## src/rtl/gemm_ctrl_pkg.sv

```systemverilog
// ----------------------------------------------------------------------------
// gemm_ctrl_pkg
// Shared types and constants for the GEMM tile loop-nest controller.
//   DIM_WIDTH_DEFAULT : default width of tile counts and tile indices
//   seq_state_e       : sequencer FSM states (IDLE, RUN, DONE)
//   tile_idx_t        : packed {m, n, k} tile index for downstream stages
// ----------------------------------------------------------------------------
package gemm_ctrl_pkg;

    localparam int DIM_WIDTH_DEFAULT = 16;

    typedef enum logic [1:0] {
        IDLE = 2'd0,
        RUN  = 2'd1,
        DONE = 2'd2
    } seq_state_e;

    typedef struct packed {
        logic [DIM_WIDTH_DEFAULT-1:0] m;
        logic [DIM_WIDTH_DEFAULT-1:0] n;
        logic [DIM_WIDTH_DEFAULT-1:0] k;
    } tile_idx_t;

endpackage : gemm_ctrl_pkg

```

## src/rtl/ceiling_counter.sv

```systemverilog
// ----------------------------------------------------------------------------
// ceiling_counter
// One loop level of a nested counter. Counts 0..ceiling-1 and wraps to 0.
// Ports:
//   clk_i, rst_ni  : clock, asynchronous active-low reset
//   clear_i        : synchronous clear to 0, dominates tick_i
//   tick_i         : advance by one
//   ceiling_i      : wrap point (count of values); must be nonzero while ticking
//   value_o        : current count
//   last_value_o   : tick_i while value_o is the final value, i.e. the carry
//                    into the next outer loop level
// With HasCeiling=0 the counter ignores ceiling_i and wraps at all-ones.
// ----------------------------------------------------------------------------
module ceiling_counter #(
    parameter int Width      = 16,
    parameter bit HasCeiling = 1'b1
) (
    input  logic             clk_i,
    input  logic             rst_ni,
    input  logic             clear_i,
    input  logic             tick_i,
    input  logic [Width-1:0] ceiling_i,
    output logic [Width-1:0] value_o,
    output logic             last_value_o
);

    logic [Width-1:0] r_value;
    logic             w_at_last;

    generate
        if (HasCeiling) begin : g_ceiling
            assign w_at_last = (r_value == (ceiling_i - Width'(1)));
        end else begin : g_free
            logic w_unused_ceiling;
            assign w_unused_ceiling = |ceiling_i;
            assign w_at_last        = &r_value;
        end
    endgenerate

    always_ff @(posedge clk_i or negedge rst_ni) begin
        if (!rst_ni) begin
            r_value <= '0;
        end else if (clear_i) begin
            r_value <= '0;
        end else if (tick_i) begin
            if (w_at_last) begin
                r_value <= '0;
            end else begin
                r_value <= r_value + Width'(1);
            end
        end
    end

    assign value_o      = r_value;
    assign last_value_o = tick_i & w_at_last;

endmodule : ceiling_counter

```

## src/rtl/gemm_tile_sequencer.sv

```systemverilog
// ----------------------------------------------------------------------------
// gemm_tile_sequencer
// Loop-nest controller for the GEMM datapath. Latches M/N/K tile counts on a
// start pulse and issues every (m, n, k) index, M outer / N middle / K inner,
// over a valid/ready handshake.
// Ports:
//   clk_i, rst_ni          : clock, asynchronous active-low reset
//   start_i                : start request, honoured only in IDLE
//   abort_i                : synchronous abort back to IDLE, no done pulse
//   m/n/k_size_i           : tile counts, sampled on the accepted start
//   idx_valid_o/idx_ready_i: index handshake
//   m/n/k_idx_o            : current tile index
//   k_first_o / k_last_o   : first / last K step of the current (m, n) tile
//   busy_o                 : high in RUN and DONE
//   done_o                 : one-cycle completion pulse
// ----------------------------------------------------------------------------
module gemm_tile_sequencer
    import gemm_ctrl_pkg::*;
#(
    parameter int DimWidth = DIM_WIDTH_DEFAULT
) (
    input  logic                clk_i,
    input  logic                rst_ni,
    input  logic                start_i,
    input  logic                abort_i,
    input  logic [DimWidth-1:0] m_size_i,
    input  logic [DimWidth-1:0] n_size_i,
    input  logic [DimWidth-1:0] k_size_i,
    output logic                idx_valid_o,
    input  logic                idx_ready_i,
    output logic [DimWidth-1:0] m_idx_o,
    output logic [DimWidth-1:0] n_idx_o,
    output logic [DimWidth-1:0] k_idx_o,
    output logic                k_first_o,
    output logic                k_last_o,
    output logic                busy_o,
    output logic                done_o
);

    seq_state_e r_state;
    seq_state_e w_state_next;

    logic [DimWidth-1:0] r_m_size;
    logic [DimWidth-1:0] r_n_size;
    logic [DimWidth-1:0] r_k_size;

    logic w_start_req;
    logic w_sizes_nonzero;
    logic w_fire;
    logic w_clear;
    logic w_k_wrap;
    logic w_n_wrap;
    logic w_all_last;

    // A start seen in IDLE clears the counters even when abort_i is also high;
    // both lead to the same cleared state, so no extra gating is needed there.
    assign w_start_req     = (r_state == IDLE) & start_i;
    assign w_sizes_nonzero = (m_size_i != '0) & (n_size_i != '0) & (k_size_i != '0);
    assign w_fire          = idx_valid_o & idx_ready_i;
    assign w_clear         = abort_i | w_start_req;

    // Sizes are only captured for a job that will actually run; a zero-size
    // start or an aborted start leaves the previous values untouched.
    always_ff @(posedge clk_i or negedge rst_ni) begin
        if (!rst_ni) begin
            r_m_size <= '0;
            r_n_size <= '0;
            r_k_size <= '0;
        end else if (w_start_req && !abort_i && w_sizes_nonzero) begin
            r_m_size <= m_size_i;
            r_n_size <= n_size_i;
            r_k_size <= k_size_i;
        end
    end

    // Carry chain: k ticks on every handshake, n on k's wrap, m on n's wrap.
    // The wrap of m is the handshake that finishes the whole loop nest.
    ceiling_counter #(
        .Width      (DimWidth),
        .HasCeiling (1'b1)
    ) u_k_cnt (
        .clk_i        (clk_i),
        .rst_ni       (rst_ni),
        .clear_i      (w_clear),
        .tick_i       (w_fire),
        .ceiling_i    (r_k_size),
        .value_o      (k_idx_o),
        .last_value_o (w_k_wrap)
    );

    ceiling_counter #(
        .Width      (DimWidth),
        .HasCeiling (1'b1)
    ) u_n_cnt (
        .clk_i        (clk_i),
        .rst_ni       (rst_ni),
        .clear_i      (w_clear),
        .tick_i       (w_k_wrap),
        .ceiling_i    (r_n_size),
        .value_o      (n_idx_o),
        .last_value_o (w_n_wrap)
    );

    ceiling_counter #(
        .Width      (DimWidth),
        .HasCeiling (1'b1)
    ) u_m_cnt (
        .clk_i        (clk_i),
        .rst_ni       (rst_ni),
        .clear_i      (w_clear),
        .tick_i       (w_n_wrap),
        .ceiling_i    (r_m_size),
        .value_o      (m_idx_o),
        .last_value_o (w_all_last)
    );

    always_ff @(posedge clk_i or negedge rst_ni) begin
        if (!rst_ni) begin
            r_state <= IDLE;
        end else begin
            r_state <= w_state_next;
        end
    end

    always_comb begin
        w_state_next = r_state;
        idx_valid_o  = 1'b0;
        busy_o       = 1'b0;
        done_o       = 1'b0;
        unique case (r_state)
            IDLE: begin
                if (start_i) begin
                    w_state_next = w_sizes_nonzero ? RUN : DONE;
                end
            end
            RUN: begin
                idx_valid_o = 1'b1;
                busy_o      = 1'b1;
                if (w_all_last) begin
                    w_state_next = DONE;
                end
            end
            DONE: begin
                busy_o       = 1'b1;
                done_o       = 1'b1;
                w_state_next = IDLE;
            end
            default: begin
                w_state_next = IDLE;
            end
        endcase
        if (abort_i) begin
            w_state_next = IDLE;
        end
    end

    assign k_first_o = idx_valid_o & (k_idx_o == '0);
    assign k_last_o  = idx_valid_o & (k_idx_o == (r_k_size - DimWidth'(1)));

endmodule : gemm_tile_sequencer

```

## config.mk

```make
export PLATFORM = sky130hd
export DESIGN_NAME = gemm_tile_sequencer
export DESIGN_NICKNAME = d
export VERILOG_FILES = /design/src/rtl/gemm_ctrl_pkg.sv /design/src/rtl/ceiling_counter.sv /design/src/rtl/gemm_tile_sequencer.sv
export SDC_FILE = /design/constraint.sdc
export NUM_CORES = 1
export LEC_CHECK = 0
export BUFFER_PORTS_ARGS = -buffer_cell sky130_fd_sc_hd__buf_2
export CAP_MARGIN = 20
export CORE_ASPECT_RATIO = 1.4
export CORE_MARGIN = 1.5
export CORE_UTILIZATION = 44
export DETAILED_ROUTE_END_ITERATION = 6
export GPL_ROUTABILITY_DRIVEN = 0
export PLACE_DENSITY = 0.69
export SYNTH_ARGS = -nofsm -noshare
export SYNTH_HDL_FRONTEND = slang
export SYNTH_HIERARCHICAL = 1
export SYNTH_SLANG_ARGS = --single-unit
```

## constraint.sdc

```tcl
create_clock -name clk_i -period 5 [get_ports clk_i]
set_clock_uncertainty 0.2 [all_clocks]
set_input_delay 0.5 -clock clk_i [delete_from_list [all_inputs] [get_ports clk_i]]
set_output_delay 0.5 -clock clk_i [all_outputs]
set_load 0.02 [all_outputs]
```

Yosys cells after proc, flatten, opt, wreduce, memory -nomap -nowiden
Index checks and enable logic that the tools add are counted.
W data, S select, Z words.
{"block": "word_totals", "ff_bits": 98, "input_bits": 53, "out_inout_bits": 53, "word_cells": 60}
{"block": "op_classes", "n_mux": 17, "n_eq_ne": 7, "reduce_logical": 13, "bitwise_logic": 10, "add_sub_neg": 6}
{"op": "$mux W16", "count": 9}
{"op": "$add A16 B1 Y16 const B", "count": 3}
{"op": "$eq A16 B16 Y1", "count": 3}
{"op": "$reduce_bool A16 Y1", "count": 3}
{"op": "$sub A16 B1 Y16 const B", "count": 3}
{"op": "$logic_not A16 Y1", "count": 1}
{"op": "$and A1 B1 Y1", "count": 9}
{"op": "$mux W2", "count": 4}
{"op": "$reduce_bool A2 Y1", "count": 3}
{"op": "$pmux W2 S2", "count": 1}
{"op": "$mux W1", "count": 3}
{"op": "$ne A3 B2 Y1 const B", "count": 1}
{"op": "$ne A3 B3 Y1 const B", "count": 1}
{"op": "$eq A2 B1 Y1 const B", "count": 1}
{"op": "$eq A2 B2 Y1 const B", "count": 1}
{"op": "$logic_and A1 B1 Y1", "count": 2}
{"op": "$logic_not A2 Y1", "count": 1}
{"op": "$reduce_and A2 Y1", "count": 1}
{"op": "$reduce_or A2 Y1", "count": 1}
{"op": "$logic_not A1 Y1", "count": 1}
{"op": "$or A1 B1 Y1", "count": 1}

Longest topological paths before layout
Gate-level depths: netlist of the first run.
{"block": "depth", "depth_word": 9, "depth_mapped": 19, "mapped_depth_nobuf": 17}

Modules after synthesis
The synthesis of the first run kept the hierarchy.
{"mod": "ceiling_counter", "n_inst": 3, "seq_area_each_um2": 400.4, "area_per_inst_um2": 1470.2, "cells_per_inst": 174}
{"mod": "gemm_tile_sequencer", "n_inst": 1, "seq_area_each_um2": 1251.2, "area_per_inst_um2": 2650.0, "cells_per_inst": 222}

Worst setup path after synthesis of the first run
OpenSTA, ideal clock, no wires.
{"block": "synth_path", "path_kind": "flip-flop to flip-flop", "from": "register r_k_size[0]", "to": "register u_m_cnt.r_value[15] (netlist: u_m_cnt/value_o[15])", "n_path_buf": 2, "arrival_ns": 4.053, "t_required_ns": 4.728, "setup_ns": 0.072, "path_stages_with_launch": 20, "synth_period_minus_slack_ns": 4.325, "setup_slack_ns": 0.675, "cell_sequence": "dfrtp_1 -> inv_1 -> ha_1 -> or3b_4 -> xnor2_1 -> or4b_1 -> o211ai_1 -> nand4_4 -> nor3_1 -> clkbuf_1 -> inv_1 -> nor3_1 -> clkbuf_1 -> nand4_1 -> nor2_1 -> nand2_1 -> nor2_1 -> nand3_1 -> xor2_1 -> nor2_1"}
{"block": "synth_between", "elab_chain_len": 5}
{"item": "from (decl)", "line": "gemm_tile_sequencer.sv:45", "source": "logic [DimWidth-1:0] r_k_size;"}
{"item": "from (signal assigned)", "line": "gemm_tile_sequencer.sv:72", "source": "r_k_size <= k_size_i;"}
{"item": "$sub A16 B1 Y16", "line": "ceiling_counter.sv:32", "source": "assign w_at_last = (r_value == (ceiling_i - Width'(1)));"}
{"item": "$eq A16 B16 Y1", "line": "ceiling_counter.sv:32"}
{"item": "$and A1 B1 Y1", "line": "ceiling_counter.sv:55", "source": "assign last_value_o = tick_i & w_at_last;"}
{"item": "named net w_k_wrap", "line": "gemm_tile_sequencer.sv:51", "source": "logic w_k_wrap;"}
{"item": "$and A1 B1 Y1", "line": "ceiling_counter.sv:55"}
{"item": "named net w_n_wrap", "line": "gemm_tile_sequencer.sv:52", "source": "logic w_n_wrap;"}
{"item": "$reduce_bool A2 Y1 (no source line)"}
{"item": "to (signal assigned)", "line": "ceiling_counter.sv:49", "source": "r_value <= r_value + Width'(1);"}
{"item": "to (decl)", "line": "ceiling_counter.sv:27", "source": "logic [Width-1:0] r_value;"}
The timed path passes the listed nets, and every way through them passes these cells.
A chain may end at the register's enable or synchronous reset.

Final worst setup path of the first run
{"block": "layout_path", "from": "register r_k_size[1]", "to": "register r_state[1]"}
{"block": "layout_between", "elab_chain_len": 7}
{"item": "$sub A16 B1 Y16", "line": "ceiling_counter.sv:32"}
{"item": "$eq A16 B16 Y1", "line": "ceiling_counter.sv:32"}
{"item": "$and A1 B1 Y1", "line": "ceiling_counter.sv:55"}
{"item": "named net w_k_wrap", "line": "gemm_tile_sequencer.sv:51"}
{"item": "$and A1 B1 Y1", "line": "ceiling_counter.sv:55"}
{"item": "named net w_n_wrap", "line": "gemm_tile_sequencer.sv:52"}
{"item": "$and A1 B1 Y1", "line": "ceiling_counter.sv:55"}
{"item": "named net w_all_last", "line": "gemm_tile_sequencer.sv:53", "source": "logic w_all_last;"}
{"item": "$ne A3 B2 Y1 (no source line)"}
{"item": "$reduce_and A2 Y1 (no source line)"}
{"item": "to (signal assigned)", "line": "gemm_tile_sequencer.sv:121", "source": "r_state <= w_state_next;"}
{"item": "to (decl)", "line": "gemm_tile_sequencer.sv:40", "source": "seq_state_e r_state;"}
The timed path passes the listed nets, and every way through them passes these cells.

==> results of run 1 <==
## power groups by stage
stage	Sequential [mW]	Clock [mW]	Combinational, mW
6_report	1.29	0.706	1.10
3_5_place_dp	1.30	0	1.10
2_1_floorplan	1.20	0	0.927
5_1_grt	1.32	0.757	1.22
4_1_cts	1.28	0.724	1.10
3_3_place_gp	1.29	0	1.08
## cell type report
cell class              instances  area, µm²
clock inverters                 5      61.31
clock buffers                  11      242.7
fillers                      1507       7621
flip-flops and latches         98       2452
inverters                      27      101.3
well taps                     196      245.2
repair buffers                112      593.1
multi-input cells             594       4358
## sequential cells by signal, indices dropped and copies added, names as in the netlist
| name | count |
|---|---|
| r_k_size | 16 |
| r_m_size | 16 |
| r_n_size | 16 |
| u_k_cnt/value_o | 16 |
| u_m_cnt/value_o | 16 |
| u_n_cnt/value_o | 16 |
| r_state | 2 |
## per-stage QoR
| stage | util, % | hold slack, ns | power, mW | worst slack, ns | instance area (µm²) |
|---|---|---|---|---|---|
| final | 51.38 | 0.008472 | 3.096 | 0.5157 | 8054 |
| after global routing | 51.38 | 0.06065 | 3.302 | 0.1058 | 8054 |
| after detailed placement | 49.30 | 0.3297 | 2.398 | 0.4743 | 7727 |
| after floorplan | - | 0.004409 | 2.124 | 0.6750 | 7061 |
| after global placement | 49.30 | 0.3336 | 2.371 | 0.6017 | 7727 |
| after CTS | 51.24 | 0.03611 | 3.112 | 0.4681 | 8031 |
## worst max-delay path, stage by stage, from the launching register on
cell and delay (ns):
dfrtp_1 0.48, inv_1 0.10, ha_1 0.24, or3b_4 0.43, xnor2_1 0.13, or4b_1 0.49
o211ai_1 0.15, nand4_4 0.19, nor3_1 0.33, inv_1 0.21, nor3_1 0.21, buf_4 0.18
inv_1 0.13, nor3_1 0.30, nor2b_1 0.11, a21oi_1 0.23, nor2_1 0.06, a211oi_1 0.21
## final timing paths
path                                   start            endpoint  slack, ns
worst max-delay path             r_k_size[1]          r_state[1]       0.52
worst min-delay path                  rst_ni         r_n_size[1]      0.008
worst max register to register   r_k_size[1]          r_state[1]       0.52
worst min register to register  r_m_size[15]        r_m_size[15]       0.35
max in group asynchronous             rst_ni  u_k_cnt/value_o[4]       3.55
min in group clk_i                   abort_i          r_state[1]       0.17
## kinds of logic (layout without fill, tap and decap cells)
family	after synthesis	count (layout)	share of synthesized area, %
buf+inv	52	155	3.597
compound gates	108	108	11.91
flops	98	98	34.73
simple gates	314	314	26.07
fa+ha+maj	10	10	1.772
mux	55	55	8.648
xor+xnor	107	107	13.27
## metal layers
metal	wire length, µm	up-vias	GRT usage [%]
li1	-	2904	-
met1	7130	2881	26.45
met2	9179	154	38.01
met3	727	42	3.284
met4	726	4	11.50
met5	27	-	0
## cells in the final DEF (no fill, tap or decap), drive strengths merged, types with 4 or more instances in the layout
| cell type | instances |
|---|---|
| a31oi | 5 |
| nand3 | 31 |
| nor4b | 6 |
| xor2 | 53 |
| clkbuf | 11 |
| or4b | 4 |
| xnor2 | 54 |
| a21oi | 28 |
| nand2b | 11 |
| mux2i | 7 |
| mux2 | 48 |
| ha | 10 |
| nand2 | 56 |
| nor2b | 4 |
| nand4 | 17 |
| dfrtp | 98 |
| o211ai | 16 |
| buf | 112 |
| or2 | 4 |
| or3 | 7 |
| nor3 | 28 |
| inv | 29 |
| nand4b | 5 |
| o31ai | 5 |
| nand3b | 6 |
| a211oi | 6 |
| nor4 | 35 |
| and3 | 9 |
| o32ai | 5 |
| o21ai | 18 |
| nor2 | 74 |
==> run_results.csv, run 1 <==
group,metric,value,unit
yosys,synth_most_common_cell,"dfrtp_1",
routing,wire_per_inst,17.06,µm
grt,antenna_found_initial,2,
cts,htreeDepth,3,
power_and_ir_drop,power.density,384.4,mW/mm²
setup_path,cp_max_fo,9,
sta,fin_tns_setup,0,ns
power_and_ir_drop,power_frac_comb,35.7,%
finish,drive_above_1_share,26.09,%
yosys,synth_warnings,6,
power_and_ir_drop,p_switching,1.208,mW
routing,via_count,5985,
power_and_ir_drop,clock_power_share,22.8,%
yosys,syn_nets,807,
grt,groute.usage.overall,22.22,%
cts,path_clk_slew,0.07,ns
routing,routed_wl,17.79,mm
cts,clockBufferDepth,2,
floorplan,die_w,110.1,µm
cts,post_cts_resized,0,
setup_path,crit_required,5.04,ns
routing,drc_errors,0,
routing,ant_nets,0,
yosys,ys_async_sr_fraction,100.0,%
power_and_ir_drop,p_sw_share,39.02,%
yosys,yosys_register_bits,98,
floorplan,die_h,152.9,µm
finish,num_antenna_cells,0,
finish,synthToLayoutAreaGrowth,14.07,%
yosys,synth_area_leader_cell,"dfrtp_1",
cts,cts_hold_buf,0,
cts,cts-root-buf,"clkbuf_16",
routing,dr.pass1.iters,4,
grt,grt_max_degree,58,
setup_path,critPathLaunchType,"register",
outcome,status,"finished, final reports clean",
power_and_ir_drop,p_int,1.888,mW
sta,worstMarginPinSlew,0.8649,ns
setup_path,cp.arrival,4.53,ns
floorplan,dieArea,0.01683,mm²
setup_path,endpoint_kind,"register",
yosys,yosysSeqAreaShare,34.73,%
yosys,netlist_instances,744,
run,maxCapViolations,0,
yosys,synth_area,0.007061,mm²
sta,maxSlewViolCount,0,
floorplan,ios,106,
cts,postCtsSetupBuffers,0,
floorplan,rows,54,
sta,slew_headroom,41.81,%
grt,grt_overflow,0,
setup_path,r2r_cells,17,
cts,worstSkewPairLatency,0.34,ns
hold_path,min_path_type,"in -> async",
place,dp.cells,1026,
routing,routed_via_density,5.738,
grt,grt_pass1_wl,29.38,mm
yosys,syn_area_per_cell,9.490,µm²
routing,drt-initial-drc-count,351,
sta,setup-violations-final,0,
yosys,synthTopCellsByCount,"dfrtp_1 (98), nor2_1 (71), nand2_1 (56)",
sta,rsz0062_at_grt,"false",
floorplan,core-area,0.01568,mm²
power_and_ir_drop,seqPwrFrac,41.5,%
yosys,synthDominantCellAreaShare,34.73,%
grt,grt_pass1_vias,5839,
floorplan,initial_utilization,45.04,%
cts,cts_inserted_buffers,9,
setup_path,path_class,"reg -> reg",
cts,tritoncts,"built",
sta,fmax,223.0,MHz
power_and_ir_drop,p_leak,3.286,nW
yosys,synth_cell_types,61,
finish,fin_nets,905,
finish,final_cells,1043,
yosys,synth_flop_cell,"dfrtp_1",
place,hpwl,13.48,mm
sta,period_share,89.69,%
sta,finalCriticalPeriod,4.484,ns
sta,hold_viol_final,0,
yosys,synth_area_leaders,"dfrtp_1 (35%), mux2_2 (7.7%), xnor2_1 (6.7%), xor2_1 (6.6%), nor2_1 (3.8%)",
power_and_ir_drop,max-vdd-ir-drop,0.0001802,V
cts,clock_sinks,98,
place,io_buffers,105,
yosys,synth_edf_count,0,
Power figures use the tool's default switching activity.
==> inputs of run 2 (changes only) <==
CORE_UTILIZATION = 30   (was 44)
PLACE_DENSITY = 0.52   (was 0.69)
==> run_results.csv, run 2 (synthesized netlist as in run 1, its figures left out) <==
group,metric,value,unit
floorplan,initial_utilization,30.43,%
finish,synthToLayoutAreaGrowth,16.04,%
routing,wire_per_inst,17.28,µm
setup_path,cp.arrival,4.63,ns
setup_path,path_class,"reg -> reg",
routing,routed_wl,19.98,mm
finish,layout_commonest_cell,"buf_2",
setup_path,cpLargestDelayFamily,"simple AND/OR/NAND/NOR gates",
setup_path,endpoint_kind,"register",
place,place_area,0.007895,mm²
floorplan,die_w,132.7,µm
setup_path,cp_num_cells,18,
cts,cts-root-buf,"clkbuf_16",
finish,fin_nets,908,
routing,drc_errors,0,
place,dp.cells,1140,
sta,hold_viol_final,0,
floorplan,ios,106,
floorplan,die_h,184.5,µm
grt,groute.usage.overall,16.55,%
place,place_worst_setup_slack,0.4246,ns
place,hpwl,15.24,mm
finish,final_cell_mix,"buf_2 (104), dfrtp_1 (98), nor2_1 (71), nand2_1 (56), xnor2_1 (54)",
place,io_buffers,105,
grt,grt_max_degree,68,
floorplan,core-area,0.02320,mm²
cts,worstSkewPairLatency,0.37,ns
routing,dr.pass1.iters,4,
outcome,status,"finished, final reports clean",
sta,setup-violations-final,0,
floorplan,rows,66,
finish,drive_above_1_share,26.12,%
cts,clock_sinks,98,
setup_path,r2r_cells,18,
grt,grt_overflow,0,
floorplan,dieArea,0.02448,mm²
setup_path,crit_required,5.03,ns
routing,via_count,5974,
cts,postCtsSetupBuffers,0,
sta,rsz0062_at_grt,"false",
finish,num_antenna_cells,0,
setup_path,critPathLaunchType,"register",
sta,period_share,92.04,%
grt,grt_pass1_vias,5806,
sta,fin_hold_ws,0.04045,ns
sta,fin_tns_setup,0,ns
power_and_ir_drop,p_leak,3.286,nW
routing,drt-initial-drc-count,211,
cts,post_cts_resized,0,
setup_path,max_stage_delay,0.49,ns
setup_path,cp_max_fo,9,
sta,maxSlewViolCount,0,
cts,path_clk_slew,0.07,ns
routing,routed_via_density,5.168,
sta,timing.final.ws_setup,0.3978,ns
setup_path,crit_buf_inv,3,
grt,grt_pass1_wl,31.57,mm
grt,antenna_found_initial,0,
power_and_ir_drop,max-vdd-ir-drop,0.0001662,V
hold_path,min_path_type,"in -> async",
setup_path,crit_chain,"inv_1, ha_1, or3b_4, xnor2_1, or4b_1, o211ai_1, nand4_4, nor3_1, inv_1, nor3_1, buf_4, nand4_1, nor2_1, nand2_1, nor2_1, nand3_1, xor2_1, nor2_1",
cts,cts_hold_buf,0,
sta,fmax,217.3,MHz
setup_path,critical-path-slowest-cell,"or4b_1",
setup_path,crit_top_cell,"nor2_1",
routing,ant_nets,0,
power_and_ir_drop,power.density,382.6,mW/mm²
finish,final_cells,1156,
cts,tritoncts,"built",
sta,finalCriticalPeriod,4.602,ns
sta,worstMarginPinSlew,0.9376,ns
cts,htreeDepth,3,
finish,fin_area,0.008193,mm²
cts,cts_inserted_buffers,9,
run,maxCapViolations,0,
cts,clockBufferDepth,2,
sta,slew_headroom,36.92,%
## run 2: changes by cell type in the layout (fill, tap and decap cells not counted), sizes merged
cell      delta
inv          -2
clkinvlp     +1
clkbuf       +1
buf          +3
## run 2: path summary, 6_finish.rpt
path | start | slack (ns) | end
max | r_k_size[1] | 0.40 | u_m_cnt/value_o[15]
min in group clk_i | abort_i | 0.13 | r_state[1]
max reg2reg | r_k_size[1] | 0.40 | u_m_cnt/value_o[15]
min | rst_ni | 0.04 | r_k_size[6]
min reg2reg | r_n_size[15] | 0.36 | r_n_size[15]
max in group asynchronous | rst_ni | 3.52 | u_k_cnt/value_o[4]
## run 2: stage by stage
stage          power [mW]  util, %
6_report            3.134    35.31
5_1_grt             3.344    35.31
4_1_cts             3.171    35.31
3_5_place_dp        2.429    34.02
3_3_place_gp        2.418    34.02
2_1_floorplan       2.124        -
## run 2: area by class of cell
class / count / area [µm²]
clock buffer: 12 / 246.5
fill: 2402 / 15010
multi-input combinational: 594 / 4355
clock inverter: 4 / 51.30
timing repair buffer: 115 / 603.1
sequential: 98 / 2452
inverter: 27 / 101.3
tap: 306 / 382.9
## run 2: metal layers
metal  track usage [%]  wire (µm)  vias to the layer above
li1                  -          -                     2913
met1             18.84       8136                     2922
met2             30.09      10550                      113
met3             2.255        643                       26
met4             8.615        642                        0
met5                 0          0                        -
## run 2: power by group
group / internal (mW) / switching (mW) / total (mW)
clock: 0.402 / 0.320 / 0.723
combinational: 0.544 / 0.599 / 1.14
sequential: 0.946 / 0.323 / 1.27
total: 1.89 / 1.24 / 3.13
==> inputs of run 3 (changes only) <==
SLEW_MARGIN = 20   (was not set)
clock period = 5.7 ns   (was 5 ns; I/O delays follow)
==> run_results.csv, run 3 (synthesized netlist as in run 1, its figures left out) <==
group,metric,value,unit
cts,tritoncts,"built",
grt,grt_overflow,0,
routing,routed_wl,19.76,mm
power_and_ir_drop,p_int,1.650,mW
floorplan,rows,66,
sta,maxSlewViolCount,0,
finish,layout_commonest_cell,"buf_2",
finish,final_cell_mix,"buf_2 (104), dfrtp_1 (98), nor2_1 (71), nand2_1 (56), xnor2_1 (54)",
cts,worstSkewPairLatency,0.37,ns
place,dp.cells,1134,
routing,drt-initial-drc-count,262,
sta,hold_viol_final,0,
routing,via_count,5936,
setup_path,cp_max_fo,11,
floorplan,die_w,132.7,µm
setup_path,path_class,"reg -> reg",
sta,fin_tns_setup,0,ns
run,maxCapViolations,0,
grt,grt_max_degree,69,
floorplan,dieArea,0.02448,mm²
power_and_ir_drop,power.density,334.8,mW/mm²
power_and_ir_drop,power_frac_comb,34.3,%
finish,drive_above_1_share,25.74,%
finish,fin_area,0.008154,mm²
sta,rsz0062_at_grt,"false",
routing,drc_errors,0,
power_and_ir_drop,p_sw_share,39.56,%
cts,cts_inserted_buffers,9,
finish,fin_nets,902,
sta,slew_headroom,38.85,%
floorplan,ios,106,
power_and_ir_drop,p_leak,3.263,nW
cts,clockBufferDepth,2,
place,hpwl,15.09,mm
grt,antenna_found_initial,0,
power_and_ir_drop,p_switching,1.080,mW
grt,groute.usage.overall,16.42,%
hold_path,min_path_type,"in -> async",
sta,period_share,81.27,%
floorplan,initial_utilization,30.43,%
routing,dr.pass1.iters,4,
cts,cts_hold_buf,0,
finish,final_cells,1149,
cts,postCtsSetupBuffers,0,
cts,cts-root-buf,"clkbuf_16",
finish,num_antenna_cells,0,
sta,worstMarginPinSlew,0.9173,ns
outcome,status,"finished, final reports clean",
cts,clock_sinks,98,
cts,post_cts_resized,0,
finish,synthToLayoutAreaGrowth,15.49,%
floorplan,die_h,184.5,µm
sta,setup-violations-final,0,
sta,fin_hold_ws,0.1332,ns
place,io_buffers,105,
sta,fmax,215.9,MHz
floorplan,core-area,0.02320,mm²
finish,final_core_util,35.14,%
setup_path,endpoint_kind,"register",
cts,path_clk_slew,0.07,ns
sta,finalCriticalPeriod,4.632,ns
grt,grt_pass1_wl,31.36,mm
routing,ant_nets,0,
setup_path,cp.arrival,4.71,ns
grt,grt_pass1_vias,5769,
routing,routed_via_density,5.166,
power_and_ir_drop,clock_power_share,23.5,%
place,place_area,0.007850,mm²
power_and_ir_drop,seqPwrFrac,42.2,%
setup_path,critPathLaunchType,"register",
routing,wire_per_inst,17.20,µm
setup_path,crit_required,5.78,ns
power_and_ir_drop,max-vdd-ir-drop,0.0001714,V
finish,n_fill_cell,2437,
cts,htreeDepth,3,
==> run 3: cell count changes in the layout (fill, tap and decap cells not counted) <==
| cell | change |
|---|---|
| buf_4 | -6 |
| clkbuf_1 | -2 |
| clkbuf_8 | +1 |
==> run 3: path summary, 6_finish.rpt <==
path,startpoint,endpoint,slack [ns],depth (start not counted)
setup / recovery,r_k_size[0],r_state[1],1.07,18
hold / removal,rst_ni,r_m_size[15],0.13,1
setup reg to reg,r_k_size[0],r_state[1],1.07,18
hold reg to reg,r_n_size[15],r_n_size[15],0.36,1
max in group asynchronous,rst_ni,r_n_size[0],4.20,2
min in group clk_i,abort_i,r_state[1],0.20,2
==> run 3: power groups by stage <==
stage	logic (mW)	registers [mW]	clock network [mW]
2_1_floorplan	0.814	1.05	0
3_3_place_gp	0.936	1.16	0
3_5_place_dp	0.941	1.17	0
4_1_cts	0.945	1.15	0.667
5_1_grt	1.03	1.19	0.688
6_report	0.937	1.15	0.640
==> run 3: worst max-delay path, stage by stage (launching register included) <==
cell and delay, ns:
dfrtp_1 0.52, inv_1 0.11, ha_1 0.25, or3b_4 0.43, xnor2_1 0.13, or4b_1 0.47
o211ai_1 0.16, nand4_4 0.20, nor3_1 0.25, buf_4 0.20, inv_1 0.12, nor3_1 0.20
buf_4 0.18, inv_1 0.12, nor3_1 0.36, nor2b_1 0.12, a21oi_1 0.24, nor2_1 0.06
a211oi_1 0.21
==> run 3: stage by stage <==
step	worst slack, ns	total power [mW]
2_1_floorplan	1.375	1.864
3_3_place_gp	1.223	2.098
3_5_place_dp	1.144	2.109
4_1_cts	1.101	2.767
5_1_grt	0.7602	2.913
6_report	1.068	2.730
==> run 3: cell type report <==
type	count	area (µm²)	area share (%)
clock buffers	11	252.7	3.100
clock inverters	4	51.30	0.6291
repair buffers	109	558.0	6.844
flip-flops and latches	98	2452	30.08
inverters	27	101.3	1.243
multi-input cells	594	4355	53.41
well taps	306	382.9	4.695
==> run 3: layer usage <==
metal | part of all wire [%] | track usage, % | routed length [µm] | vias up
met5 | 0 | 0 | 0 | -
met4 | 2.1 | 7.033 | 419 | 0
met3 | 2.5 | 1.898 | 489 | 19
met2 | 54 | 30.76 | 10640 | 82
met1 | 42 | 18.74 | 8209 | 2944
li1 | - | - | - | 2891
